[src/rtl/uart_pkg.sv]
// Shared UART definitions: receiver/transmitter state encoding and bit-period math.
package uart_pkg;

    typedef enum logic [1:0] {
        ST_IDLE,
        ST_START,
        ST_DATA,
        ST_STOP
    } uart_state_e;

    // Clock cycles per serial bit; the remainder of the division is dropped.
    function automatic int unsigned calc_cpb(input int unsigned clock_hz,
                                             input int unsigned baud);
        return clock_hz / baud;
    endfunction

endpackage

[src/rtl/sync_2ff.sv]
// Two-flop synchronizer for a single asynchronous input, with a selectable reset level.
module sync_2ff #(
    parameter logic RESET_VALUE = 1'b1
) (
    input  logic clk,
    input  logic rst,
    input  logic d,
    output logic q
);

    logic meta;

    // NOTE: sequential state uses non-blocking assignments so both flops sample the old values.
    always_ff @(posedge clk) begin
        if (rst) begin
            meta <= RESET_VALUE;
            q    <= RESET_VALUE;
        end else begin
            meta <= d;
            q    <= meta;
        end
    end

endmodule

[src/rtl/uart_rx.sv]
// 8N1 UART receiver: mid-bit sampling from a start-edge reference, one-deep holding register
// with valid/ready handshake, and single-cycle frame-error and overrun pulses.
module uart_rx
    import uart_pkg::*;
#(
    parameter int unsigned CLOCK_FREQUENCY = 100_000_000,
    parameter int unsigned BAUD_RATE       = 115200
) (
    input  logic       clk,
    input  logic       rst,
    input  logic       rxd,
    output logic [7:0] rx_data,
    output logic       rx_valid,
    input  logic       rx_ready,
    output logic       frame_err,
    output logic       overrun,
    output logic       busy
);

    localparam int unsigned CPB  = calc_cpb(CLOCK_FREQUENCY, BAUD_RATE);
    localparam int unsigned HALF = CPB / 2;
    localparam int          CW   = $clog2(CPB);

    localparam logic [CW-1:0] HALF_LAST = CW'(HALF - 1);
    localparam logic [CW-1:0] CPB_LAST  = CW'(CPB - 1);

    if (CPB < 4) begin : g_cpb_check
        $error("uart_rx: CLOCK_FREQUENCY / BAUD_RATE must be at least 4");
    end

    uart_state_e   state_q, state_d;
    logic [CW-1:0] cnt_q, cnt_d;
    logic [2:0]    bit_idx_q, bit_idx_d;
    logic [7:0]    shift_q, shift_d;
    logic          rxs;
    logic          rxs_prev;
    logic          stop_sample;
    logic          stop_good;

    sync_2ff #(
        .RESET_VALUE(1'b1)
    ) u_sync (
        .clk(clk),
        .rst(rst),
        .d  (rxd),
        .q  (rxs)
    );

    always_ff @(posedge clk) begin
        if (rst) begin
            state_q   <= ST_IDLE;
            cnt_q     <= '0;
            bit_idx_q <= '0;
            rxs_prev  <= 1'b0;
        end else begin
            state_q   <= state_d;
            cnt_q     <= cnt_d;
            bit_idx_q <= bit_idx_d;
            rxs_prev  <= rxs;
        end
    end

    // NOTE: the shift register has no reset; every bit is overwritten before it is ever loaded out.
    always_ff @(posedge clk) begin
        shift_q <= shift_d;
    end

    // NOTE: every output of this block gets a default first so no path can infer a latch.
    always_comb begin
        state_d     = state_q;
        cnt_d       = cnt_q + 1'b1;
        bit_idx_d   = bit_idx_q;
        shift_d     = shift_q;
        stop_sample = 1'b0;

        case (state_q)
            ST_IDLE: begin
                cnt_d     = '0;
                bit_idx_d = '0;
                if (rxs_prev && !rxs) begin
                    state_d = ST_START;
                end
            end
            ST_START: begin
                if (cnt_q == HALF_LAST) begin
                    cnt_d     = '0;
                    bit_idx_d = '0;
                    // A start bit that is high again at mid-bit was a glitch.
                    state_d   = rxs ? ST_IDLE : ST_DATA;
                end
            end
            ST_DATA: begin
                if (cnt_q == CPB_LAST) begin
                    cnt_d     = '0;
                    shift_d   = {rxs, shift_q[7:1]};
                    bit_idx_d = bit_idx_q + 3'd1;
                    if (bit_idx_q == 3'd7) begin
                        state_d = ST_STOP;
                    end
                end
            end
            ST_STOP: begin
                if (cnt_q == CPB_LAST) begin
                    cnt_d       = '0;
                    stop_sample = 1'b1;
                    state_d     = ST_IDLE;
                end
            end
            default: begin
                state_d = ST_IDLE;
                cnt_d   = '0;
            end
        endcase
    end

    assign stop_good = stop_sample && rxs;

    always_ff @(posedge clk) begin
        if (rst) begin
            rx_data   <= '0;
            rx_valid  <= 1'b0;
            frame_err <= 1'b0;
            overrun   <= 1'b0;
        end else begin
            frame_err <= stop_sample && !rxs;
            overrun   <= stop_good && rx_valid && !rx_ready;
            // A byte may load into a register that is being consumed in this same cycle.
            if (stop_good && (!rx_valid || rx_ready)) begin
                rx_data  <= shift_q;
                rx_valid <= 1'b1;
            end else if (rx_valid && rx_ready) begin
                rx_valid <= 1'b0;
            end
        end
    end

    assign busy = (state_q != ST_IDLE);

endmodule

[config.mk]
export PLATFORM = sky130hd
export DESIGN_NAME = uart_rx
export DESIGN_NICKNAME = d
export VERILOG_FILES = /design/src/rtl/uart_pkg.sv /design/src/rtl/sync_2ff.sv /design/src/rtl/uart_rx.sv
export SDC_FILE = /design/constraint.sdc
export NUM_CORES = 1
export LEC_CHECK = 0
export ABC_AREA = 1
export CAP_MARGIN = 20
export CORE_MARGIN = 4
export CORE_UTILIZATION = 56
export CTS_CLUSTER_DIAMETER = 40
export DETAILED_ROUTE_END_ITERATION = 8
export PLACE_DENSITY = 0.88
export SYNTH_ARGS = -nofsm -noshare
export SYNTH_HDL_FRONTEND = slang
export SYNTH_HIERARCHICAL = 1
export SYNTH_SLANG_ARGS = --single-unit
[constraint.sdc]
create_clock -name clk -period 2 [get_ports clk]
set_input_delay 0.4 -clock clk [delete_from_list [all_inputs] [get_ports clk]]
set_output_delay 0.4 -clock clk [all_outputs]
set_load 0.01 [all_outputs]
# Word-level counts from Yosys, hierarchy flattened
# Index checks and enable logic that the tools add are counted.
# W data, S select, Z words.
[totals]
register_bits = 37
inputBits = 4
[op_classes]
add_sub_neg = 2
n_eq_ne = 11
n_mux = 17
reduce_logical = 19
[ops]
columns = ["cell", "count"]
rows = [
  ["$pmux W10 S3", 1],
  ["$mux W10", 2],
  ["$mux W2", 6],
  ["$add A10 B1 Y10 const B", 1],
  ["$eq A10 B10 Y1 const B", 1],
  ["$eq A10 B9 Y1 const B", 1],
  ["$ne A2 B2 Y1 const B", 5],
  ["$pmux W3 S3", 1],
  ["$pmux W2 S4", 1],
  ["$logic_and A1 B1 Y1", 7],
  ["$mux W3", 2],
  ["$reduce_and A5 Y1", 1],
  ["$eq A2 B2 Y1 const B", 2],
  ["$mux W1", 4],
  ["$reduce_bool A2 Y1", 2],
  ["$add A3 B1 Y3 const B", 1],
  ["$eq A3 B3 Y1 const B", 1],
  ["$logic_not A1 Y1", 3],
  ["$reduce_and A3 Y1", 1],
  ["$reduce_bool A3 Y1", 1],
  ["$eq A2 B1 Y1 const B", 1],
  ["$logic_not A2 Y1", 1],
  ["$reduce_and A2 Y1", 1],
  ["$reduce_or A2 Y1", 1],
  ["$logic_or A1 B1 Y1", 1],
]

# Depth between registers and ports, before layout
# Gate-level depths: netlist of run 1.
[logic_depth]
ltp_word = 6
mapped_depth = 10

# Cells and area by module
# The synthesis of run 1 kept the hierarchy.
[by_module_without_submodules]
columns = ["module", "n_inst", "cells_per_inst", "area_each_um2", "seq_area_each_um2"]
rows = [
  ["uart_rx", 1, 207, 1640.3, 780.7],
  ["sync_2ff", 1, 7, 58.8, 40.0],
]

# Least setup slack after synthesis of run 1
# OpenSTA, ideal clock, no wires.
[synth_timing]
kind = "reg2reg"
start = "reg cnt_q[0]"
end = "reg shift_q[0], enable pin"
setup_time_ns = 0.383
t_arrival_ns = 1.360
required_time_ns = 1.617
setup_slack_ns = 0.256
path_stages_with_launch = 4
n_path_buf = 0
path_cell_list = "dfxtp_1 -> ha_1 -> nand3_1 -> nor3_1"
[synth_between]
elab_chain_cells = 2
[synth_rtl]
columns = ["element", "line", "rtl"]
rows = [
  ["start, declared", "uart_rx.sv:32", "logic [CW-1:0] cnt_q, cnt_d;"],
  ["start signal, assigned", "uart_rx.sv:57", "cnt_q <= cnt_d;"],
  ["$eq A10 B10 Y1", "uart_rx.sv:93", "if (cnt_q == CPB_LAST) begin"],
  ["$reduce_and A2 Y1 (no source line)", "n/a", ""],
  ["end signal, assigned", "uart_rx.sv:65", "shift_q <= shift_d;"],
  ["end, declared", "uart_rx.sv:34", "logic [7:0] shift_q, shift_d;"],
]
# No other way between the ends.
# A chain may end at the register's enable or synchronous reset.

==> results.txt, run 1 <==
Initial antenna violation count -> 0
Final min period -> 1.89 ns
Worst EP required -> 1.60 ns
Sum of negative setup slack -> 0 ns
DR vias -> 1318
Cell taking the most area after synthesis -> dfxtp_1
Cell Rows -> 19
Nets -> 245
Area Growth Syn to Fin -> 16.4%
# setup viols final -> 0
Seq pwr share -> 55.0%
Max Clock Skew -> 0.0195 ns
Number of synthesized flops with an enable pin -> 8
WHS Path Cells -> 2
Global placement routability congestion -> 0.881
Post-synth top flop -> dfxtp_1
DR pass1 iterations -> 4
Antenna-violating nets left -> 0
Worst-path fanout max -> 6
Initial Util -> 60.1%
Core area -> 2830 sq um
Wirelength per Cell -> 11.1 um
Crit-path max cell delay -> 0.55 ns
Post-Synth XOR/XNOR Area -> 3.09%
Routed vias/inst -> 4.90
Worst-path clk slew -> 0.11 ns
Complex-gate fraction of the synthesized area -> 1.10%
Max Clock Freq -> 529 MHz
Num ports -> 16
Outcome -> finished clean
Sw Share -> 24.1%
Power per Cell Area -> 720 nW/um^2
Clock sink total -> 37
Crit path max-delay family -> buffers and inverters
Die area -> 3980 sq um
Final period utilization -> 94.6%
GRT overflow -> 0
H-tree depth -> 2
Hold_buf cts -> 0
Crit start category -> flop
Post-synth cell types -> 25
Total track usage -> 17.5%
Max Cap Viol -> 0
Syn nets -> 222
Final hold viol count -> 0
Post-DP HPWL -> 2200 um
Hold crit path type -> flop to flop
P_sw -> 0.000343 W
Largest family of logic cells by synthesized area -> simple AND/OR/NAND/NOR gates
Synth Area in Adders -> 2.95%
Max Slew Vio Count -> 0
Seq/Total Area, Yosys -> 48.3%
Crit Path Category -> flop to output port
CTS tree -> yes
Drt total wl -> 3000 um
Worst path cell trace -> nor2_1 -> inv_1 -> clkdlybuf4s50_1
CP Depth -> 3
Yosys warns -> 6
FF+latch count, synth -> 37
Bufs and invs on worst path -> 2
CP Capture Type -> output port
I/O Buffers -> 15
Root Driver -> clkbuf_4
Mapped Area -> 1700 sq um
FF-to-FF path depth -> 9
Comb power frac -> 8.1%
Asr flop ratio synth -> 0%
Share of cells above drive strength 1 -> 13.9%
RSZ-0062 raised after global routing -> no
Clk_lat worst skew -> 0.35 ns
Leakage -> 0.844 nW
Post-synth top area share -> 34.2%
Synth Area in Simple Gates -> 35.3%
Top area cells in the synthesized netlist -> dfxtp_1 (34%), edfxtp_1 (14%), nand2_1 (11%), nor2_1 (8.4%), inv_1 (7.7%)
Post-route DRC -> 0
Die Wd -> 63.1 um
Largest net degree at the start of global routing -> 14
Die H -> 63.1 um
First-pass GRT wire length -> 5510 um
Clock power share -> 36.9%
Int Pwr -> 0.00108 W
Critical path's slowest cell -> clkdlybuf4s50_1
Cell count after synthesis -> 214
1st-iter DRT viols -> 32
Slew HR -> 80.1%
Clock Path Buffers -> 2
TritonCTS buffer count -> 5
Tot Pwr -> 0.00142 W
Antenna fix cells -> 0
Crit path DAT -> 1.49 ns
Vias in the first global route -> 1297
Mapped Avg Cell Area -> 7.94 sq um
VDD IR max -> 0.000498 V
Post-synthesis mux area share -> 0%
Least-Margin Pin Slew -> 0.299 ns
## sequential cells by signal, indices dropped and copies added (netlist names), named ones only
name         flops
rxs_prev         1
overrun          1
shift_q          8
bit_idx_q        3
state_q          1
rx_data          8
rx_valid         1
u_sync/meta      1
cnt_q           10
frame_err        1
u_sync/q         1
## per-layer routing
| layer | vias to the layer above | wire length [um] | part of all wire (%) | track usage (%) |
|---|---|---|---|---|
| met3 | 6 | 136 | 4.5 | 5.51 |
| met1 | 591 | 1350 | 45 | 20.2 |
| li1 | 696 | - | - | - |
| met2 | 25 | 1460 | 49 | 29.6 |
| met5 | - | 0 | 0 | 0 |
| met4 | 0 | 53 | 1.8 | 7.71 |
## placed cells by master, fill, tap and decap left out, types with 2 or more instances in the layout
cell             synthesis  final
buf_4                    0      3
clkbuf_4                 0      5
clkdlybuf4s50_1          0     15
dfxtp_1                 29     28
edfxtp_1                 8      8
ha_1                     4      4
inv_1                   35     35
inv_2                    2      2
nand2_1                 50     50
nand2_2                  7      7
nand3_1                  9      9
nand3_4                  2      2
nand4_1                  5      5
nor2_1                  38     38
nor2_2                   3      3
nor2_4                   2      2
nor3_1                   4      4
o21ai_0                  2      2
xor2_1                   5      5
## tightest hold or removal path: cells and delay by family, from the launching register on
kind          cells  cell delay [ns]
buf+inv           1             0.04
flops             1             0.33
simple gates      1             0.04
## synthesized netlist by cell type (2+ instances only)
library cell and count:
nand2_1 50, nor2_1 38, inv_1 35, dfxtp_1 29, nand3_1 9, edfxtp_1 8, nand2_2 7, nand4_1 5
xor2_1 5, ha_1 4, nor3_1 4, nor2_2 3, inv_2 2, nand3_4 2, nor2_4 2, o21ai_0 2
## timing repair
item	4_1_cts	5_1_grt
endpoints found under the setup margin	1	0
buffers inserted	0	0
gates resized for setup	1	0
## stage by stage
| step | instances | cell area, sq um | hold WS, ns | util (%) | setup WS, ns |
|---|---|---|---|---|---|
| 2_1_floorplan | 214 | 1700 | 0.380 | - | 0.256 |
| 3_3_place_gp | 261 | 1890 | 0.388 | 66.9 | 0.436 |
| 3_5_place_dp | 261 | 1890 | 0.409 | 66.9 | 0.385 |
| 4_1_cts | 269 | 1980 | 0.437 | 69.9 | 0.0811 |
| 5_1_grt | 269 | 1980 | 0.457 | 69.9 | 0.00674 |
| 6_report | 269 | 1980 | 0.433 | 69.9 | 0.108 |
## power groups by stage
stage,clock network [W],logic [W],registers (W)
2_1_floorplan,0,0.0000823,0.000799
3_3_place_gp,0,0.000108,0.000800
3_5_place_dp,0,0.000112,0.000801
4_1_cts,0.000539,0.000115,0.000784
5_1_grt,0.000574,0.000134,0.000787
6_report,0.000525,0.000115,0.000784
## logic make-up (layout without fill, tap and decap cells)
family,count (synthesis),after routing
flip-flops,37,37
AO/OA/AOI/OAI,3,3
AND/OR/NAND/NOR,125,125
XOR/XNOR,6,6
buffers and inverters,39,63
adder cells (fa/ha/maj),4,4
## final cells by class
class                      instances  area, sq um
sequential                        37          822
fill                             211          851
clock inverter                     3         46.3
tap                               31         38.8
multi-input combinational        138          722
inverter                          37          139
timing repair buffer              18          173
clock buffer                       5         37.5
## worst paths after layout
check,from,endpoint,slack (ns)
worst min-delay path,u_sync/meta$_SDFF_PP1_,u_sync/q$_SDFF_PP1_,0.43
worst max-delay path,flop,busy,0.11
worst max register to register,cnt_q[0]$_SDFF_PP0_,bit_idx_q[2]$_SDFFE_PP0P_,0.49
worst min register to register,u_sync/meta$_SDFF_PP1_,u_sync/q$_SDFF_PP1_,0.43
(Power assumes the default switching activity.)
==> inputs of run 2 (changes only) <==
--- a/config.mk
+++ b/config.mk
@@ -11,6 +11,7 @@
 export CORE_UTILIZATION = 56
 export CTS_CLUSTER_DIAMETER = 40
 export DETAILED_ROUTE_END_ITERATION = 8
+export HOLD_SLACK_MARGIN = 0.15
 export PLACE_DENSITY = 0.88
 export SYNTH_ARGS = -nofsm -noshare
 export SYNTH_HDL_FRONTEND = slang
==> results of run 2 <==
Same layout as run 1: the final DEF is identical, and so are final timing and power.
